--- config.mk ---
export PLATFORM = sky130hd
export DESIGN_NAME = theatre_cue_sequencer
export DESIGN_NICKNAME = d
export VERILOG_FILES = /design/src/rtl/theatre_pkg.sv /design/src/rtl/theatre_cue_timer.sv /design/src/rtl/theatre_cue_sequencer.sv
export SDC_FILE = /design/constraint.sdc
export NUM_CORES = 1
export LEC_CHECK = 0
export ABC_CLOCK_PERIOD_IN_PS = 2300
export BUFFER_PORTS_ARGS = -buffer_cell sky130_fd_sc_hd__clkbuf_2
export CELL_PAD_IN_SITES_DETAIL_PLACEMENT = 0
export CELL_PAD_IN_SITES_GLOBAL_PLACEMENT = 1
export CORE_ASPECT_RATIO = 0.8
export CORE_UTILIZATION = 45
export DETAILED_ROUTE_END_ITERATION = 16
export PLACE_DENSITY_LB_ADDON = 0.1
export SLEW_MARGIN = 10
export SYNTH_ARGS = -nofsm -noshare
export SYNTH_HDL_FRONTEND = slang
export SYNTH_SLANG_ARGS = --single-unit
--- constraint.sdc ---
create_clock -name clk -period 2.3 [get_ports clk]
set_clock_uncertainty 0.1 [all_clocks]
set_input_delay 0.69 -clock clk [delete_from_list [all_inputs] [get_ports clk]]
set_output_delay 0.69 -clock clk [all_outputs]
set_load 0.1 [all_outputs]
--- src/rtl/theatre_pkg.sv ---
// Shared types for the theatre cue sequencer.
//   mode_e      : controller mode selected by a cue
//   seq_state_e : sequencer FSM states
//   cue_t       : one cue table entry (mode + dwell)
// Helpers: mode_onehot() maps a mode to {Play,Speaker,Music,House};
//          dwell() applies the "zero dwell means one cycle" rule.
package theatre_pkg;

    // Storage width of the cue dwell field; the sequencer's DUR_W must not exceed it.
    localparam int unsigned CUE_DUR_W = 8;

    typedef enum logic [1:0] {
        MODE_HOUSE   = 2'd0,
        MODE_MUSIC   = 2'd1,
        MODE_SPEAKER = 2'd2,
        MODE_PLAY    = 2'd3
    } mode_e;

    typedef enum logic [2:0] {
        IDLE = 3'd0,
        RUN  = 3'd1,
        GAP  = 3'd2,
        HOLD = 3'd3,
        DONE = 3'd4
    } seq_state_e;

    typedef struct packed {
        mode_e                mode;
        logic [CUE_DUR_W-1:0] dur;
    } cue_t;

    function automatic logic [3:0] mode_onehot(input mode_e m);
        return 4'(1) << m;
    endfunction

    function automatic logic [CUE_DUR_W-1:0] dwell(input cue_t c);
        return (c.dur == '0) ? CUE_DUR_W'(1) : c.dur;
    endfunction

endpackage

--- src/rtl/theatre_cue_timer.sv ---
// Loadable down-counter shared by cue dwell and blackout gap timing.
// Ports:
//   clk_i, rst_ni  : clock, synchronous active-low reset
//   load_i         : load load_val_i (wins over counting)
//   load_val_i     : value to load
//   hold_i         : freeze the count
//   expire_c_o     : combinational, high while the count is 1 (last cycle)
module theatre_cue_timer #(
    parameter int unsigned W = 8
) (
    input  logic         clk_i,
    input  logic         rst_ni,
    input  logic         load_i,
    input  logic [W-1:0] load_val_i,
    input  logic         hold_i,
    output logic         expire_c_o
);

    logic [W-1:0] count_q, count_d;

    // Next count: load, else decrement unless held or already empty.
    always_comb begin
        count_d = count_q;
        if (load_i) begin
            count_d = load_val_i;
        end else if (!hold_i && (count_q != '0)) begin
            count_d = count_q - W'(1);
        end
    end

    always_ff @(posedge clk_i) begin
        if (!rst_ni) begin
            count_q <= '0;
        end else begin
            count_q <= count_d;
        end
    end

    assign expire_c_o = (count_q == W'(1));

endmodule

--- src/rtl/theatre_cue_sequencer.sv ---
// Show-timeline scheduler for the theatre lighting/audio controller.
// Plays a loadable cue table (mode + dwell), inserting a blackout gap
// between cues, with pause, skip and emergency stop.
// Build option: define THEATRE_CUE_LOOP_EN to repeat the show from cue 0
// after the last cue instead of finishing (done then never asserts).
// Ports:
//   clk, reset (sync, active-low)
//   start/pause/skip/estop : operator controls
//   last_idx               : final cue index, sampled on accepted start
//   wr_en/wr_addr/wr_mode/wr_dur : cue table write port (IDLE/DONE only)
//   EN, House, Music, Speaker, Play : controller inputs (registered)
//   cue_idx, busy, done    : status (registered)
module theatre_cue_sequencer
    import theatre_pkg::*;
#(
    parameter  int unsigned NUM_CUES   = 8,
    parameter  int unsigned DUR_W      = 8,
    parameter  int unsigned GAP_CYCLES = 2,
    localparam int unsigned IDX_W      = $clog2(NUM_CUES)
) (
    input  logic             clk,
    input  logic             reset,
    input  logic             start,
    input  logic             pause,
    input  logic             skip,
    input  logic             estop,
    input  logic [IDX_W-1:0] last_idx,
    input  logic             wr_en,
    input  logic [IDX_W-1:0] wr_addr,
    input  logic [1:0]       wr_mode,
    input  logic [DUR_W-1:0] wr_dur,
    output logic             EN,
    output logic             House,
    output logic             Music,
    output logic             Speaker,
    output logic             Play,
    output logic [IDX_W-1:0] cue_idx,
    output logic             busy,
    output logic             done
);

    localparam int unsigned GAP_W = $clog2(GAP_CYCLES + 1);
    localparam int unsigned TMR_W = (DUR_W > GAP_W) ? DUR_W : GAP_W;

    cue_t             cue_tab [NUM_CUES];
    cue_t             wr_cue_c, cue0_c, nxt_cue_c;
    logic             wr_ok_c, last_cue_c, show_end_c;
    logic [IDX_W-1:0] nxt_idx_c;

    seq_state_e       state_q, state_d, resume_q, resume_d, eff_c;
    logic [IDX_W-1:0] idx_q, idx_d, last_q, last_d;
    logic [3:0]       modes_q, modes_d;
    logic             busy_q, busy_d, done_q, done_d;

    logic             tmr_load_c, tmr_hold_c, tmr_expire_c;
    logic [TMR_W-1:0] tmr_val_c;

    assign wr_ok_c        = (state_q == IDLE) || (state_q == DONE);
    assign wr_cue_c.mode  = mode_e'(wr_mode);
    assign wr_cue_c.dur   = CUE_DUR_W'(wr_dur);

    // A write to entry 0 in the same cycle as start is forwarded so the show uses it.
    assign cue0_c = (wr_ok_c && wr_en && (wr_addr == '0)) ? wr_cue_c : cue_tab[0];

    assign last_cue_c = (idx_q == last_q);
`ifdef THEATRE_CUE_LOOP_EN
    assign show_end_c = 1'b0;
    assign nxt_idx_c  = last_cue_c ? '0 : idx_q + IDX_W'(1);
`else
    assign show_end_c = last_cue_c;
    assign nxt_idx_c  = idx_q + IDX_W'(1);
`endif
    assign nxt_cue_c = cue_tab[nxt_idx_c];

    // Cue table storage; not reset, written only while no show is active.
    always_ff @(posedge clk) begin
        if (reset && wr_en && wr_ok_c) begin
            cue_tab[wr_addr] <= wr_cue_c;
        end
    end

    theatre_cue_timer #(.W(TMR_W)) u_timer (
        .clk_i      (clk),
        .rst_ni     (reset),
        .load_i     (tmr_load_c),
        .load_val_i (tmr_val_c),
        .hold_i     (tmr_hold_c),
        .expire_c_o (tmr_expire_c)
    );

    // Next-state and next-output logic. HOLD dispatches as its remembered
    // sub-state once pause drops, so the release cycle counts normally.
    always_comb begin
        state_d    = state_q;
        resume_d   = resume_q;
        idx_d      = idx_q;
        last_d     = last_q;
        modes_d    = modes_q;
        tmr_load_c = 1'b0;
        tmr_hold_c = 1'b1;
        tmr_val_c  = '0;
        eff_c      = (state_q == HOLD) ? resume_q : state_q;

        if (estop) begin
            state_d = IDLE;
            idx_d   = '0;
            modes_d = '0;
        end else begin
            case (eff_c)
                IDLE, DONE: begin
                    if (start) begin
                        state_d    = RUN;
                        idx_d      = '0;
                        last_d     = (32'(last_idx) >= NUM_CUES) ? IDX_W'(NUM_CUES - 1) : last_idx;
                        tmr_load_c = 1'b1;
                        tmr_val_c  = TMR_W'(dwell(cue0_c));
                        modes_d    = mode_onehot(cue0_c.mode);
                    end
                end
                RUN: begin
                    if (pause) begin
                        state_d  = HOLD;
                        resume_d = RUN;
                    end else if (tmr_expire_c || skip) begin
                        if (show_end_c) begin
                            state_d = DONE;
                            modes_d = '0;
                        end else if (GAP_CYCLES == 0) begin
                            state_d    = RUN;
                            idx_d      = nxt_idx_c;
                            tmr_load_c = 1'b1;
                            tmr_val_c  = TMR_W'(dwell(nxt_cue_c));
                            modes_d    = mode_onehot(nxt_cue_c.mode);
                        end else begin
                            state_d    = GAP;
                            tmr_load_c = 1'b1;
                            tmr_val_c  = TMR_W'(GAP_CYCLES);
                            modes_d    = '0;
                        end
                    end else begin
                        tmr_hold_c = 1'b0;
                    end
                end
                GAP: begin
                    if (pause) begin
                        state_d  = HOLD;
                        resume_d = GAP;
                    end else if (tmr_expire_c) begin
                        state_d    = RUN;
                        idx_d      = nxt_idx_c;
                        tmr_load_c = 1'b1;
                        tmr_val_c  = TMR_W'(dwell(nxt_cue_c));
                        modes_d    = mode_onehot(nxt_cue_c.mode);
                    end else begin
                        tmr_hold_c = 1'b0;
                    end
                end
                default: begin
                    state_d = IDLE;
                    idx_d   = '0;
                    modes_d = '0;
                end
            endcase
        end

        busy_d = (state_d == RUN) || (state_d == GAP) || (state_d == HOLD);
        done_d = (state_d == DONE);
    end

    always_ff @(posedge clk) begin
        if (!reset) begin
            state_q  <= IDLE;
            resume_q <= RUN;
            idx_q    <= '0;
            last_q   <= '0;
            modes_q  <= '0;
            busy_q   <= 1'b0;
            done_q   <= 1'b0;
        end else begin
            state_q  <= state_d;
            resume_q <= resume_d;
            idx_q    <= idx_d;
            last_q   <= last_d;
            modes_q  <= modes_d;
            busy_q   <= busy_d;
            done_q   <= done_d;
        end
    end

    // The controller is enabled exactly while a show is in progress.
    assign EN      = busy_q;
    assign busy    = busy_q;
    assign done    = done_q;
    assign cue_idx = idx_q;
    assign House   = modes_q[0];
    assign Music   = modes_q[1];
    assign Speaker = modes_q[2];
    assign Play    = modes_q[3];

endmodule

==> run metrics, run 1 <==
share of cells above drive strength 1=34.9%; # clock sinks=105; relative slew slack=63.9%; Final Critical Period=2.24 ns; Critical Path Start Type=flop; Layout fillers=843; CTS tree=built; post-DR vias/cell=around 5.5; CP peak stage delay=0.55 ns; Wirelength per Cell=around 20 um; Yosys reg bits=approximately 110; CTS Hold Bufs=0; final-report max-slew violation count=0; Routed Antenna Nets=0; asr flop ratio synth=0%; worst hold path class=flop to flop; CTS root buf=clkbuf_16; Yosys top cell area share=50.5%; pin count of the biggest net entering global routing=20; Die Height=94 um; Detailed Routing Iterations Pass 1=4; Synth cell types=50; Avg Inst Size Synth=13.8 um2; Fin Setup TNS=0 ns; post-route setup slack=0.0617 ns; critical setup path kind=flop to flop; critical path's slowest cell=or4_4; RSZ-0062 raised after global routing=yes; Hold Path Stages=2; net count reported at finish=462; Leakage Power=0.00215 uW; worst path cell trace=ha_4 -> mux4_2 -> or4_4 -> nor4_4 -> a41oi_2 -> nor3_2 -> o221a_2; DIE AREA=11000 um2; highest clock rate=between 400 and 500 MHz; register area share after synthesis=61.0%; Syn Nets=between 300 and 400; Post-synth EDFFs=80; # port buffers=32; total track usage=22.7%; Die Wd=roughly 120 um; worst reg-to-reg setup slack=0.06 ns; final design utilization=58.1%; power per cell area=approximately 680 nW/um2; r2r worst-path depth=7; register clock-pin slew on the reported worst setup and hold paths=0.07 ns; Iter 0 DRT Violations=215; DR vias=3198; Worst-Skew Late Latency=0.35 ns; Routed WL=11400 um; area growth from synthesis to final layout=25.4%; Max VDD drop=between 0.0005 and 0.0006 V; final worst path period share=a little over nine tenths; clock buffer depth=2; core area=10300 um2; final hold vios=0; worst slew pin tran=about 0.54 ns; first-pass GRT wire length=17600 um; Starting Density=between 40% and 50%; # rows=33; status=finished, final reports clean; Ys Warns=0; Main synth FF type=edfxtp_1; setup slack at placement=-0.152 ns; RePlAce Congestion=0.857; Setup Viol. Count Final=0; Worst setup EP type=flop; Req. time, crit path=between 2 and 3 ns; top post-synthesis cells by area=edfxtp_1 50%, dfxtp_1 11%, mux4_2 8.5%; hpwl dp=8060 um; initial antenna violation count=0; CP Max Fanout=6; Fin Hold WS=0.388 ns; post-route DRC violation count=0; CTS buffer count=9; vias in the first global route=3131; Antenna Cells=0; io pins=33; largest area contributor in the netlist=edfxtp_1; CTS H-tree depth=3; maxcap violations=0; total gr overflow=0; Crit path arrival time=roughly 2.4 ns; Post-Syn Instances=approximately 340; mapped cell area=4760 um2
[synth_stat cells (all sizes together), types with 4 or more instances]
| cell | count |
|---|---|
| o21ai | 10 |
| or2 | 5 |
| nand2 | 15 |
| a21oi | 16 |
| inv | 7 |
| xnor2 | 6 |
| mux2 | 4 |
| dfxtp | 25 |
| nand2b | 10 |
| nor4 | 5 |
| nor3 | 12 |
| mux4 | 18 |
| nand3 | 7 |
| mux2i | 20 |
| a22o | 5 |
| a31oi | 6 |
| edfxtp | 80 |
| nor2 | 25 |
| buf | 12 |
| or4 | 5 |
| o221a | 4 |
[cell usage in the layout, fill, tap and decap left out, types with 15 or more instances in the layout]
cell type,netlist,final
buf_4,2,59
nand2_1,15,15
a21oi_1,15,15
mux2i_1,20,20
edfxtp_1,80,80
nor2_1,25,25
dfxtp_1,25,22
mux4_2,18,18
clkbuf_2,0,31
[area by class of cell]
type | count | area [um2] | share of cell area, %
sequential | 105 | 2910 | 48.8
multi-input combinational | 217 | 1820 | 30.4
timing repair buffer | 96 | 718 | 12.0
clock buffer | 10 | 239 | 4.00
tap | 140 | 175 | 2.93
clock inverter | 6 | 85.1 | 1.42
inverter | 7 | 26.3 | 0.440
[metal layers]
layer / wire [um] / up-vias / GRT usage (%)
met4: 138 / 0 / 5.59
met2: 5270 / 53 / 35.2
met3: 428 / 8 / 4.84
li1: - / 1542 / -
met1: 5560 / 1595 / 32.8
met5: 0 / - / 0
[final timing paths]
path	start	endpoint
hold / removal	last_q[2]	last_q[2]
setup / recovery	cue_idx[0]	u_timer.count_q[0]
setup reg to reg	cue_idx[0]	u_timer.count_q[0]
hold reg to reg	last_q[2]	last_q[2]
[kinds of logic after synthesis]
family	share of synthesized area (%)
adders and majority gates	0.789
DFF	61.0
buffers and inverters	2.29
xor gates and xnor gates	1.47
and+or+nand+nor	11.1
muxes	13.7
AOI/OAI and AO/OA	9.67
[power by group]
group,leakage (uW),internal [uW],switching [uW],total (uW)
registers,0.000928,2070,18.1,2090
logic,0.00107,147,203,350
clock network,0.000155,900,705,1600
[timing repair]
item,in CTS,in global routing
endpoints found under the setup margin,3,10
setup buffers,1,2
gates resized for setup,1,5
pin swaps,1,3
cloned,0,0
[registers in the layout, summed over array words and instances (netlist names), 2 cells and up]
name             cells
cue_idx              3
state_q              3
u_timer.count_q      8
last_q               3
modes_q              4
resume_q             2
cue_tab             80
[critical path: cells and delay by family (launching register included)]
family / cells / cell delay (ns)
and+or+nand+nor: 3 / 0.83
DFF: 1 / 0.37
adders and majority gates: 1 / 0.32
muxes: 1 / 0.31
AOI/OAI and AO/OA: 2 / 0.25
[stage by stage]
step	instances	total power, uW	area, um2
floorplan	344	2310	4800
finish	581	4040	5970
CTS	579	4080	5920
global route	581	4170	5970
detailed placement	562	2470	5570
global placement	562	2470	5570
Power figures use the tool's default switching activity.
==> run 2: changes to the inputs <==
--- a/config.mk
+++ b/config.mk
@@ -13,7 +13,7 @@
 export CORE_UTILIZATION = 45
 export DETAILED_ROUTE_END_ITERATION = 16
 export PLACE_DENSITY_LB_ADDON = 0.1
-export SLEW_MARGIN = 10
+export SLEW_MARGIN = 30
 export SYNTH_ARGS = -nofsm -noshare
 export SYNTH_HDL_FRONTEND = slang
 export SYNTH_SLANG_ARGS = --single-unit
==> constraint.sdc (replaced) <==
create_clock -name clk -period 2.3 [get_ports clk]
set_clock_uncertainty 0.1 [all_clocks]
set_input_delay 0.69 -clock clk [delete_from_list [all_inputs] [get_ports clk]]
set_output_delay 0.69 -clock clk [all_outputs]
set_load 0.02 [all_outputs]
==> run 2 against run 1 <==
  * First-iteration DRC count is 0.93% higher
  * Clock power is 7% lower
  * Worst hold slack worse by 0.0055 ns
  * Non-clock buffer count is 5 lower
  * Register-to-register slack hardly changed
  * Wire length is 3.2% lower
  * Final cell count is 0.86% lower
  * Core utilization is 1.1 points lower
  * Largest cell class unchanged
  * Critical path depth stayed put
==> run metrics, run 2 (same netlist as run 1, synthesis figures left out) <==
status=finished, final reports clean; Detailed Routing Iterations Pass 1=5 (+1); RSZ-0062 raised after global routing=yes; post-route DRC violation count=0 (unchanged); Leakage Power=0.00211 uW (-2.0%); clock buffer depth=2 (unchanged); Wirelength per Cell=19.2 um (-2.3%); Routed Antenna Nets=0 (unchanged); pin count of the biggest net entering global routing=20 (unchanged); CTS Hold Bufs=0 (unchanged); Area after DPL=5490 um2 (-1.5%); dpl cells=556 (-1.1%); relative slew slack=67.2% (+3.4 points); CP peak stage delay=0.54 ns (about the same); Crit path arrival time=2.43 ns (about the same); initial antenna violation count=0 (unchanged); critical setup path kind=flop to flop; vias in the first global route=3185 (+1.7%); area growth from synthesis to final layout=22.9%; Buf+Inv Stages, Crit Path=1 (+1); Max VDD drop=0.000482 V (-17%); post-DR vias/cell=5.66 (+2.9%); Largest regs=cue_tab (80), u_timer.count_q (8), modes_q (4); Iter 0 DRT Violations=217 (+0.93%); critical path's slowest cell=or4_4; Critical Path Start Type=flop; total track usage=22.5% (-0.23 points); Fin Hold WS=0.383 ns (-0.00553 ns); Largest Register=cue_tab; design area=5850 um2 (-2.0%); CTS H-tree depth=3 (unchanged); DR vias=3263 (+2.0%); CTS root buf=clkbuf_16; Final Critical Period=2.24 ns (+0.000239 ns); final hold vios=0 (unchanged); power per cell area=666 nW/um2 (-1.7%); Setup Viol. Count Final=0 (unchanged); max reg flops=80 (unchanged); worst path cell trace=buf_12 -> mux4_2 -> or4_4 -> nor4_2 -> a41oi_1 -> nor3_2 -> o221a_2; commonest non-fill, non-tap cell in the layout=edfxtp_1; final cell count without fillers=576 (-0.86%); Routed WL=11000 um (-3.2%); Die Height=94 um (unchanged); DIE AREA=11000 um2 (unchanged); total gr overflow=0 (unchanged); Req. time, crit path=2.49 ns (about the same); worst hold path class=flop to flop; final-report max-slew violation count=0 (unchanged); # clock sinks=105 (unchanged); worst slew pin tran=0.486 ns (-0.0578 ns); CP Max Fanout=5 (-1); maxcap violations=0 (unchanged); most frequent cells in the layout=80 x edfxtp_1, 56 x buf_4, 32 x clkbuf_2, 24 x dfxtp_1, 24 x nor2_1; RePlAce Congestion=0.827 (-3.4%); Seq. cell area=2910 um2 (-0.17%); highest clock rate=447 MHz (about the same); share of cells above drive strength 1=34.2% (-0.75 points); Layout fillers=837 (-0.71%); first-pass GRT wire length=17600 um (+0.43%); CP top delay family=simple AND/OR/NAND/NOR gates; Fin Setup TNS=0 ns (unchanged); Worst setup EP type=flop; Starting Density=46.3% (unchanged); CTS buffer count=9 (unchanged); # rows=33 (unchanged); hpwl dp=8010 um (-0.67%); Antenna Cells=0 (unchanged); Worst-Skew Late Latency=0.34 ns (about the same); io pins=33 (unchanged); # port buffers=32 (unchanged); net count reported at finish=457 (-1.1%); Die Wd=117 um (unchanged); multi-input logic area=1810 um2 (-0.28%); final worst path period share=97.3% (about the same); total power=3900 uW (-3.6%); core area=10300 um2 (unchanged); register clock-pin slew on the reported worst setup and hold paths=0.07 ns (about the same); CTS tree=built
==> run 2: final timing paths <==
check                           cells past startpoint                  to  slack (ns)  startpoint
worst min-delay path                                1          modes_q[0]        0.38  modes_q[0]
worst min register to register                      1          modes_q[0]        0.38  modes_q[0]
worst max-delay path                                7  u_timer.count_q[0]        0.06  cue_idx[0]
worst max register to register                      7  u_timer.count_q[0]        0.06  cue_idx[0]
==> run 2: timing repair <==
action	CTS	global route
buffers inserted	0	4
gates resized for setup	1	7
pin swaps	0	2
endpoints found under the setup margin	4	12
==> run 2: final cells by class <==
cell class                      instances  area share (%)
Clock buffer                           10            4.08
Clock inverter                          6           0.941
Inverter                                7           0.449
Multi-Input combinational cell        217            30.9
Sequential cell                       105            49.7
Tap cell                              140            2.99
Timing Repair Buffer                   91            10.9
==> run 2: routing by layer <==
metal	track usage, %	up-vias	part of all wire (%)
li1	-	1531	-
met4	7.49	0	1.5
met1	33.5	1617	49
met5	0	-	0
met2	32.7	93	44
met3	4.58	22	5.2
==> run 2: worst register-to-register path: cells and delay by family (launching register included) <==
kind / cells / cell delay [ns]
AND/OR/NAND/NOR: 3 / 0.81
flip-flops: 1 / 0.38
AO/OA/AOI/OAI: 2 / 0.28
buffers and inverters: 1 / 0.12
multiplexers: 1 / 0.51
==> run 2: stage by stage <==
step                      util (%)  setup WS (ns)
after floorplan                  -        -0.0379
after global placement        53.4         -0.133
after detailed placement      53.4         -0.119
after CTS                     56.3        0.00535
after global routing          56.9        -0.0312
final                         56.9         0.0615
==> run 2: power breakdown <==
| group | internal [uW] | switching [uW] |
|---|---|---|
| registers | 2070 | 22.7 |
| logic | 144 | 173 |
| clock network | 788 | 697 |
